<file path="config.mk">
export PLATFORM = sky130hd
export DESIGN_NAME = clock_core
export DESIGN_NICKNAME = d
export VERILOG_FILES = /design/src/rtl/clock_core.sv
export SDC_FILE = /design/constraint.sdc
export NUM_CORES = 1
export LEC_CHECK = 0
export CAP_MARGIN = 20
export CORE_ASPECT_RATIO = 2
export CORE_MARGIN = 4
export CORE_UTILIZATION = 28
export CTS_CLUSTER_SIZE = 14
export DETAILED_ROUTE_END_ITERATION = 7
export HOLD_SLACK_MARGIN = 0.06
export PLACE_DENSITY = 0.44
export RECOVER_POWER = 25
export SYNTH_ARGS = -nofsm -noshare
export SYNTH_HDL_FRONTEND = slang
export SYNTH_SLANG_ARGS = --single-unit
</file>
<file path="constraint.sdc">
create_clock -name clk -period 3.4 [get_ports clk]
set_input_delay 0.68 -clock clk [delete_from_list [all_inputs] [get_ports clk]]
set_output_delay 0.68 -clock clk [all_outputs]
set_load 0.01 [all_outputs]
</file>
<file path="src/rtl/clock_core.sv">
// clock_core: 24-hour time of day, alarm register and ringing FSM.
// Button levels are edge-detected into single set steps; a prescaler makes
// the one-second tick. Define SNOOZE_EN to add the snooze input and state.
module clock_core #(
    parameter int unsigned TICKS_PER_SEC = 1000,
    parameter int unsigned RING_SECS     = 60,
    parameter int unsigned SNOOZE_MIN    = 5
) (
    input  logic       clk,
    input  logic       rst,
    input  logic       c_plus,
    input  logic       c_minus,
    input  logic       a_plus,
    input  logic       a_minus,
    input  logic       alarm_on,
`ifdef SNOOZE_EN
    input  logic       snooze,
`endif
    output logic [4:0] hours,
    output logic [5:0] minutes,
    output logic [5:0] seconds,
    output logic [4:0] al_hours,
    output logic [5:0] al_minutes,
    output logic       sec_pulse,
    output logic       ringing
);

    localparam int unsigned PW          = $clog2(TICKS_PER_SEC);
    localparam int unsigned SNOOZE_SECS = SNOOZE_MIN * 60;
    localparam int unsigned CNT_MAX     = (RING_SECS > SNOOZE_SECS) ? RING_SECS : SNOOZE_SECS;
    localparam int unsigned CW          = $clog2(CNT_MAX + 1);
    localparam logic [PW-1:0] PRESC_LAST = PW'(TICKS_PER_SEC - 1);

`ifdef SNOOZE_EN
    typedef enum logic [1:0] {IDLE = 2'd0, RING = 2'd1, SNOOZE = 2'd2} state_t;
`else
    typedef enum logic [0:0] {IDLE = 1'b0, RING = 1'b1} state_t;
`endif

    state_t        state, state_n;
    logic [CW-1:0] cnt, cnt_n;
    logic [PW-1:0] presc, presc_n;
    logic          c_plus_q, c_minus_q, a_plus_q, a_minus_q;
    logic          c_up, c_dn, c_set, a_up, a_dn, a_set, tick, match;
    logic          snooze_rise;
    logic [4:0]    hr_n, al_hr_n;
    logic [5:0]    min_n, sec_n, al_min_n;

    // Minute step forward with carry through hours (23:59 -> 00:00).
    function automatic logic [10:0] min_inc(input logic [4:0] h, input logic [5:0] m);
        logic [4:0] hn;
        logic [5:0] mn;
        hn = h;
        mn = m + 6'd1;
        if (m == 6'd59) begin
            mn = 6'd0;
            hn = (h == 5'd23) ? 5'd0 : h + 5'd1;
        end
        return {hn, mn};
    endfunction

    // Minute step backward with borrow through hours (00:00 -> 23:59).
    function automatic logic [10:0] min_dec(input logic [4:0] h, input logic [5:0] m);
        logic [4:0] hn;
        logic [5:0] mn;
        hn = h;
        mn = m - 6'd1;
        if (m == 6'd0) begin
            mn = 6'd59;
            hn = (h == 5'd0) ? 5'd23 : h - 5'd1;
        end
        return {hn, mn};
    endfunction

    // Rising-edge steps; opposing edges in the same cycle cancel.
    always_comb begin
        c_up  = (c_plus & ~c_plus_q) & ~(c_minus & ~c_minus_q);
        c_dn  = (c_minus & ~c_minus_q) & ~(c_plus & ~c_plus_q);
        c_set = c_up | c_dn;
        a_up  = (a_plus & ~a_plus_q) & ~(a_minus & ~a_minus_q);
        a_dn  = (a_minus & ~a_minus_q) & ~(a_plus & ~a_plus_q);
        a_set = a_up | a_dn;
        tick  = (presc == PRESC_LAST) & ~c_set;
    end

    // Next prescaler, time and alarm values.
    always_comb begin
        presc_n = c_set ? '0 : ((presc == PRESC_LAST) ? '0 : presc + PW'(1));
        {hr_n, min_n} = {hours, minutes};
        sec_n = seconds;
        if (c_up) begin
            {hr_n, min_n} = min_inc(hours, minutes);
            sec_n = 6'd0;
        end else if (c_dn) begin
            {hr_n, min_n} = min_dec(hours, minutes);
            sec_n = 6'd0;
        end else if (tick) begin
            if (seconds == 6'd59) begin
                sec_n = 6'd0;
                {hr_n, min_n} = min_inc(hours, minutes);
            end else begin
                sec_n = seconds + 6'd1;
            end
        end
        {al_hr_n, al_min_n} = {al_hours, al_minutes};
        if (a_up) begin
            {al_hr_n, al_min_n} = min_inc(al_hours, al_minutes);
        end else if (a_dn) begin
            {al_hr_n, al_min_n} = min_dec(al_hours, al_minutes);
        end
        // Only a natural second tick can hit the alarm; set steps never match.
        match = tick & ~a_set & alarm_on & (hr_n == al_hours) &
                (min_n == al_minutes) & (sec_n == 6'd0);
    end

`ifdef SNOOZE_EN
    logic snooze_q;
    assign snooze_rise = snooze & ~snooze_q;
`else
    assign snooze_rise = 1'b0;
`endif

    // Ringing FSM next state; the counter restarts on every state change.
    always_comb begin
        state_n = state;
        cnt_n   = cnt;
        case (state)
            IDLE: begin
                cnt_n = '0;
                if (match) state_n = RING;
            end
            RING: begin
                if (a_set) begin
                    state_n = IDLE;
`ifdef SNOOZE_EN
                end else if (snooze_rise) begin
                    state_n = SNOOZE;
`endif
                end else if (tick) begin
                    if (cnt == CW'(RING_SECS - 1)) state_n = IDLE;
                    else                           cnt_n = cnt + CW'(1);
                end
            end
`ifdef SNOOZE_EN
            SNOOZE: begin
                if (a_set) begin
                    state_n = IDLE;
                end else if (tick) begin
                    if (cnt == CW'(SNOOZE_SECS - 1)) state_n = RING;
                    else                             cnt_n = cnt + CW'(1);
                end
            end
`endif
            default: state_n = IDLE;
        endcase
        if (!alarm_on) state_n = IDLE;
        if (state_n != state) cnt_n = '0;
    end

    // All state and output registers.
    always_ff @(posedge clk) begin
        if (rst) begin
            hours      <= 5'd0;
            minutes    <= 6'd0;
            seconds    <= 6'd0;
            al_hours   <= 5'd7;
            al_minutes <= 6'd0;
            presc      <= '0;
            sec_pulse  <= 1'b0;
            ringing    <= 1'b0;
            state      <= IDLE;
            cnt        <= '0;
            c_plus_q   <= 1'b0;
            c_minus_q  <= 1'b0;
            a_plus_q   <= 1'b0;
            a_minus_q  <= 1'b0;
`ifdef SNOOZE_EN
            snooze_q   <= 1'b0;
`endif
        end else begin
            hours      <= hr_n;
            minutes    <= min_n;
            seconds    <= sec_n;
            al_hours   <= al_hr_n;
            al_minutes <= al_min_n;
            presc      <= presc_n;
            sec_pulse  <= tick;
            ringing    <= (state_n == RING);
            state      <= state_n;
            cnt        <= cnt_n;
            c_plus_q   <= c_plus;
            c_minus_q  <= c_minus;
            a_plus_q   <= a_plus;
            a_minus_q  <= a_minus;
`ifdef SNOOZE_EN
            snooze_q   <= snooze;
`endif
        end
    end

endmodule
</file>
; ---- Word level (Yosys, flattened, before mapping)
; Cells that the tools add are included.
[totals]
reg_bits = 53
elab_cells = 114
[classes]
muxes = 38
n_eq_ne = 14
reduce_logical = 11
bitwise_logic = 27
addsub = 11
[ops]
columns = cell, n
row1 = 6-bit two-way mux, 14
row2 = 5-bit two-way mux, 14
row3 = 9-bit two-way mux, 3
row4 = 6-bit by 1-bit adder with 6-bit output (second input constant), 3
row5 = 6-bit == test (second input constant), 3
row6 = 6-bit logical NOT, 3
row7 = 9-bit one-hot mux with 2 select lines, 1
row8 = 1-bit AND, 14
row9 = 6-bit by 1-bit subtractor with 6-bit output (second input constant), 2
row10 = 1-bit inverter, 11
row11 = 10-bit by 1-bit adder with 10-bit output (second input constant), 1
row12 = 5-bit by 1-bit adder with 5-bit output (second input constant), 2
row13 = 10-bit == test (second input constant), 1
row14 = 5-bit == test (second input constant), 2
row15 = 5-bit logical NOT, 2
row16 = 5-bit by 1-bit subtractor with 5-bit output (second input constant), 2
row17 = 9-bit by 1-bit adder with 9-bit output (second input constant), 1
row18 = 9-bit by 6-bit == test with 1-bit output (second input constant), 1
row19 = 6-bit == test, 1
row20 = 3-bit AND reduction, 2
row21 = 5-bit == test, 1
row22 = 1-bit two-way mux, 5
row23 = 2-bit by 1-bit != test with 1-bit output (second input constant), 2
row24 = 2-bit != test (second input constant), 2
row25 = other kinds (6), 8

; ---- Depth between registers and ports, before layout
[logic_depth]
word_depth = 19
mapped_depth = 12

; ---- Worst setup path after synthesis
; Ideal clock, no wire load.
[synth_path]
path_kind = input -> register
start = in c_minus
end = reg state
cell_stages = 12
t_required_ps = 3323
t_arrival_ps = 3144
setup_slack_ps = 180
cell_sequence = nand2b_1 -> inv_1 -> ha_1 -> nand4_4 -> or4_4 -> buf_6 -> o31a_1 -> o31ai_1 -> xnor2_1 -> o2111ai_1 -> or4_1 -> o21ai_1
[synth_between]
elab_chain_cells = 16
word_cells_on_any_way = 29
[synth_lines]
columns = item, line
row1 = start: declaration, 12  ; input logic c_minus,
row2 = 1-bit AND (*), "77, 78"
row3 = 1-bit inverter, 77  ; c_up = (c_plus & ~c_plus_q) & ~(c_minus & ~c_minus_q);
row4 = 1-bit AND, 77
row5 = 1-bit bitwise OR, 79  ; c_set = c_up | c_dn;
row6 = 1-bit inverter, 83  ; tick = (presc == PRESC_LAST) & ~c_set;
row7 = 1-bit AND, 83
row8 = 5-bit two-way mux, 97  ; end else if (tick) begin
row9 = 5-bit two-way mux, 94  ; end else if (c_dn) begin
row10 = 5-bit two-way mux, 91  ; if (c_up) begin
row11 = 5-bit == test, 112  ; match = tick & ~a_set & alarm_on & (hr_n == al_hours) &
row12 = 1-bit AND (2 in series), 112
row13 = 1-bit AND, 113  ; (min_n == al_minutes) & (sec_n == 6'd0);
row14 = 1-bit two-way mux, 130  ; if (match) state_n = RING;
row15 = 1-bit one-hot mux with 2 select lines (*), 127  ; case (state)
row16 = 1-bit two-way mux (*), 156  ; if (!alarm_on) state_n = IDLE;
row17 = end signal: assignment, 189  ; state <= state_n;
row18 = end: declaration, 40  ; state_t state, state_n;
; Every way passes the cells marked *; elsewhere a longest branch is shown, timed or not.
; A chain may end at the register's enable or synchronous reset.

; ---- Worst setup path in the final report
; Same ends and word-level chain as after synthesis.

==> out/qor_table.md <==
| Quantity | This run | Unit |
|---|---|---|
| Headroom to the max-slew limit | 48.8 | % |
| Complex-gate fraction of the synthesized area | 17.4 | % |
| Number of rows created at floorplan | 58 | - |
| Syn Inst Count | 462 | - |
| Average routed wire per standard cell | 16.8 | µm |
| Area grow syn2layout | 26.7 | % |
| Via-per-instance ratio | 5.32 | - |
| Result of the run | completed | - |
| Max FO, Critical Path | 9 | - |
| Synthesis-stage register bit count | 53 | - |
| Setup slack after placement | -0.325 | ns |
| Fmax | 327 | MHz |
| Cell chosen for the clock root | sky130_fd_sc_hd__clkbuf_16 | - |
| Number of enable-type register cells in the synthesized netlist | 0 | - |
| Count of antenna-violating nets left after detailed routing | 0 | - |
| # setup viols final | 0 | - |
| Post-route clock skew | 0.00372 | ns |
| Endpoint of the worst hold-timing path | presc[0] | - |
| Total routed wirelength | 11300 | µm |
| Number of buffers added on ports | 36 | - |
| Final global-route overflow total | 0 | - |
| First-pass GRT wire length | 18300 | µm |
| Power per Cell Area | 393 | nW/µm² |
| R2R cell count | 9 | - |
| Syn Nets | 484 | - |
| Share of post-route cells with drive strength above 1 | 14.2 | % |
| Multiplexer fraction of the synthesized cell area | 1.68 | % |
| Starting DRT DRC Count | 178 | - |
| Core Footprint | 12600 | µm² |
| Worst Tran Pin Value | 0.758 | ns |
| Setup crit end kind | register | - |
| Synth unique cells | 72 | - |
| Global-route total usage across every layer | 15.9 | % |
| Simple-gate share of the synthesized area | 32.6 | % |
| H-tree lvl count | 2 | - |
| Die area | 14700 | µm² |
| Parity-gate share of the synthesized area counting xor and xnor cells | 8.30 | % |
| Main combinational cell family by area after synthesis | simple AND/OR/NAND/NOR gates | - |
| Clk Latency, worst-skew pair | 0.30 | ns |
| Final WS setup | 0.339 | ns |
| Critical path required time | 3.62 | ns |
| Pin count of the biggest net entering global routing | 27 | - |
| Post-DP HPWL | 8680 | µm |
| Number of antenna diodes | 0 | - |
| Cell taking the most area after synthesis | sky130_fd_sc_hd__dfxtp_1 | - |
| Placer Congestion | 0.925 | - |
| Ranking of synthesized cells by area | sky130_fd_sc_hd__dfxtp_1, sky130_fd_sc_hd__nor2_1, sky130_fd_sc_hd__ha_1 | - |
| Num Clock Sinks | 53 | - |
| R2r endpoint | state | - |
| Die height | 168 | µm |
| Via count of the first global-routing pass | 3670 | - |
| Post-cts hold buffer count | 0 | - |
| Number of top-level pins | 37 | - |
| Period utilisation layout | 90.0 | % |
| Worst hold margin | 0.483 | ns |
| Synth Area per Inst | 7.73 | µm² |
| Clock tree from TritonCTS | yes | - |
| Crit path launch | c_minus | - |
| Max Slew Vio Count | 0 | - |
| Final count of hold timing violations | 0 | - |
| Sequential fraction of the synthesis area | 29.7 | % |
| Remaining design rule violation count | 0 | - |
| Initial Utilization | 28.5 | % |
| Reg2reg start | minutes[1] | - |
| Min-Delay Path Depth | 1 | - |
| Startpoint type of the worst setup path | primary input | - |
| Die extent in x | 87.9 | µm |
| Async set-reset flop share out of synthesis | 0 | % |
| Hold wc startpoint | presc[0] | - |
| Total number of vias | 3572 | - |
| Number of buffers created by CTS | 5 | - |
| Length of the first detailed-routing pass in iterations | 4 | - |
| Buffer depth of the longest clock path | 2 | - |
| Worst reg2reg setup slack | 0.35 | ns |
| Filler cells | 1323 | - |
| Crit path arrival time | 3.28 | ns |
| Dominant synthesized flop cell | sky130_fd_sc_hd__dfxtp_1 | - |
| TNS Setup | 0 | ns |
| Path class of the lowest-slack min-delay path | register to register | - |
| Cell Area, Synth | 3570 | µm² |
| Tmin final | 3.06 | ns |
| Initial antenna violation count | 0 | - |
| Share of the synthesized area in the top cell type | 29.7 | % |
| Max rail drop VDD | 0.195 | mV |
| Max-cap violations | 0 | - |
| Setup repair after global routing missed its margin | no | - |
| Leakage component of the power | 1.70 | nW |
| Fraction of the mapped netlist area in adder cells | 5.25 | % |
| Type of the worst setup path | primary input to register | - |
| Warnings, synthesis | 0 | - |
| Clock transition at path regs | 0.08 | ns |
| Count of nets after finishing | 543 | - |
## where the power goes
part	internal, mW	total [mW]	switching, mW
combinational	0.243	0.503	0.260
clock	0.276	0.536	0.260
sequential	0.654	0.739	0.0853
total	1.17	1.78	0.605
## registers in the layout, indices dropped and copies added (netlist names)
name,flops
al_hours,5
seconds,6
c_minus_q,1
hours,5
a_plus_q,1
minutes,6
c_plus_q,1
state,1
sec_pulse,1
a_minus_q,1
cnt,9
al_minutes,6
presc,10
## layout by cell type (no fill, tap or decap), drive strengths merged, types with 4 or more instances in the layout
cell	n
buf	42
nor3	17
inv	18
clkdlybuf4s50	21
and3	7
nand3	26
o21ai	18
dfxtp	53
clkbuf	6
nand2	41
nor2	55
ha	15
a21oi	25
xor2	17
or3	9
dlygate4sd3	13
mux2i	6
o31ai	4
nand4	13
o211ai	5
xnor2	16
nor4	9
nor2b	17
nand2b	7
a211oi	5
## metrics by stage
step	instances	total power [mW]	util (%)	cell area (µm²)
final	672	1.78	36.1	4530
after global routing	672	1.89	36.1	4530
after CTS	670	1.80	35.5	4460
after detailed placement	662	1.25	34.4	4310
after global placement	661	1.24	34.3	4310
after floorplan	462	1.04	-	3570
## repair_timing
action	4_1_cts	5_1_grt
setup buffers	0	2
setup endpoints to repair	1	1
resized for setup	0	10
pin swaps	1	7
cloned	0	0
## logic make-up (layout without fill, tap and decap cells)
family | Yosys count | after routing
and+or+nand+nor | 218 | 218
AOI/OAI and AO/OA | 92 | 92
DFF | 53 | 53
buffers and inverters | 45 | 105
xor gates and xnor gates | 33 | 33
adders and majority gates | 15 | 15
muxes | 6 | 6
## layout make-up
class                      instances  area [µm²]  share of cell area, %
tap                              150         188                   4.15
timing repair buffer              79         682                   15.1
clock buffer                       5         125                   2.76
multi-input combinational        364        2380                   52.6
sequential                        53        1060                   23.4
clock inverter                     3        21.3                  0.470
inverter                          18        67.6                   1.49
## cells in the mapped netlist, types with 2 or more instances
master / number
sky130_fd_sc_hd__ha_1: 15
sky130_fd_sc_hd__clkbuf_1: 20
sky130_fd_sc_hd__nor3_4: 2
sky130_fd_sc_hd__nor2b_1: 17
sky130_fd_sc_hd__and2_1: 2
sky130_fd_sc_hd__dfxtp_1: 53
sky130_fd_sc_hd__o22ai_1: 2
sky130_fd_sc_hd__xnor2_1: 15
sky130_fd_sc_hd__o21a_1: 3
sky130_fd_sc_hd__a31oi_1: 3
sky130_fd_sc_hd__nand2_1: 40
sky130_fd_sc_hd__and3_1: 7
sky130_fd_sc_hd__buf_2: 3
sky130_fd_sc_hd__or3_1: 9
sky130_fd_sc_hd__a21oi_2: 2
sky130_fd_sc_hd__a2bb2oi_1: 2
sky130_fd_sc_hd__nor4_2: 2
sky130_fd_sc_hd__o21ai_1: 4
sky130_fd_sc_hd__nor4_1: 7
sky130_fd_sc_hd__o31a_1: 2
sky130_fd_sc_hd__nand4_1: 12
sky130_fd_sc_hd__a211oi_1: 5
sky130_fd_sc_hd__xor2_1: 17
sky130_fd_sc_hd__a21oi_1: 23
sky130_fd_sc_hd__o31ai_1: 4
sky130_fd_sc_hd__nor4b_1: 3
sky130_fd_sc_hd__nor3_1: 14
sky130_fd_sc_hd__o221ai_1: 2
sky130_fd_sc_hd__nand2b_1: 7
sky130_fd_sc_hd__nor2_1: 55
sky130_fd_sc_hd__nand3_1: 26
sky130_fd_sc_hd__o21ai_0: 14
sky130_fd_sc_hd__or2_1: 2
sky130_fd_sc_hd__o211ai_1: 5
sky130_fd_sc_hd__buf_1: 3
sky130_fd_sc_hd__mux2i_1: 6
sky130_fd_sc_hd__nand3b_1: 2
sky130_fd_sc_hd__inv_1: 16
sky130_fd_sc_hd__a311oi_1: 2
sky130_fd_sc_hd__a32oi_1: 2
## critical path, cell delays in order
cell and delay (ns):
sky130_fd_sc_hd__dlymetal6s2s_1 0.12, sky130_fd_sc_hd__nand2b_1 0.10, sky130_fd_sc_hd__inv_2 0.05, sky130_fd_sc_hd__ha_4 0.24, sky130_fd_sc_hd__nand4_4 0.10, sky130_fd_sc_hd__clkbuf_1 0.20, sky130_fd_sc_hd__nor3_4 0.07, sky130_fd_sc_hd__buf_4 0.18
sky130_fd_sc_hd__or3_1 0.31, sky130_fd_sc_hd__a21oi_1 0.21, sky130_fd_sc_hd__a2bb2oi_1 0.21, sky130_fd_sc_hd__nand4_1 0.13, sky130_fd_sc_hd__or4_1 0.53, sky130_fd_sc_hd__o21ai_1 0.13
## metal layers
metal	up-vias	routed length (µm)	global-route usage [%]	share of wire, %
met1	1682	4160	16.4	37
met2	89	6110	29.0	54
li1	1774	-	-	-
met5	-	0	0	0
met3	27	402	2.07	3.6
met4	0	629	9.75	5.6
## how the worst max path moves through the flow
| stage | to | slack (ns) | cells past startpoint |
|---|---|---|---|
| 5_1_grt | state | 0.07 | 10 |
| 2_1_floorplan | state | 0.18 | 12 |
| 4_1_cts | state | 0.08 | 12 |
| 6_report | state | 0.34 | 14 |
| 3_3_place_gp | state | -0.28 | 11 |
| 3_5_place_dp | state | -0.32 | 11 |
(Power assumes the default switching activity.)
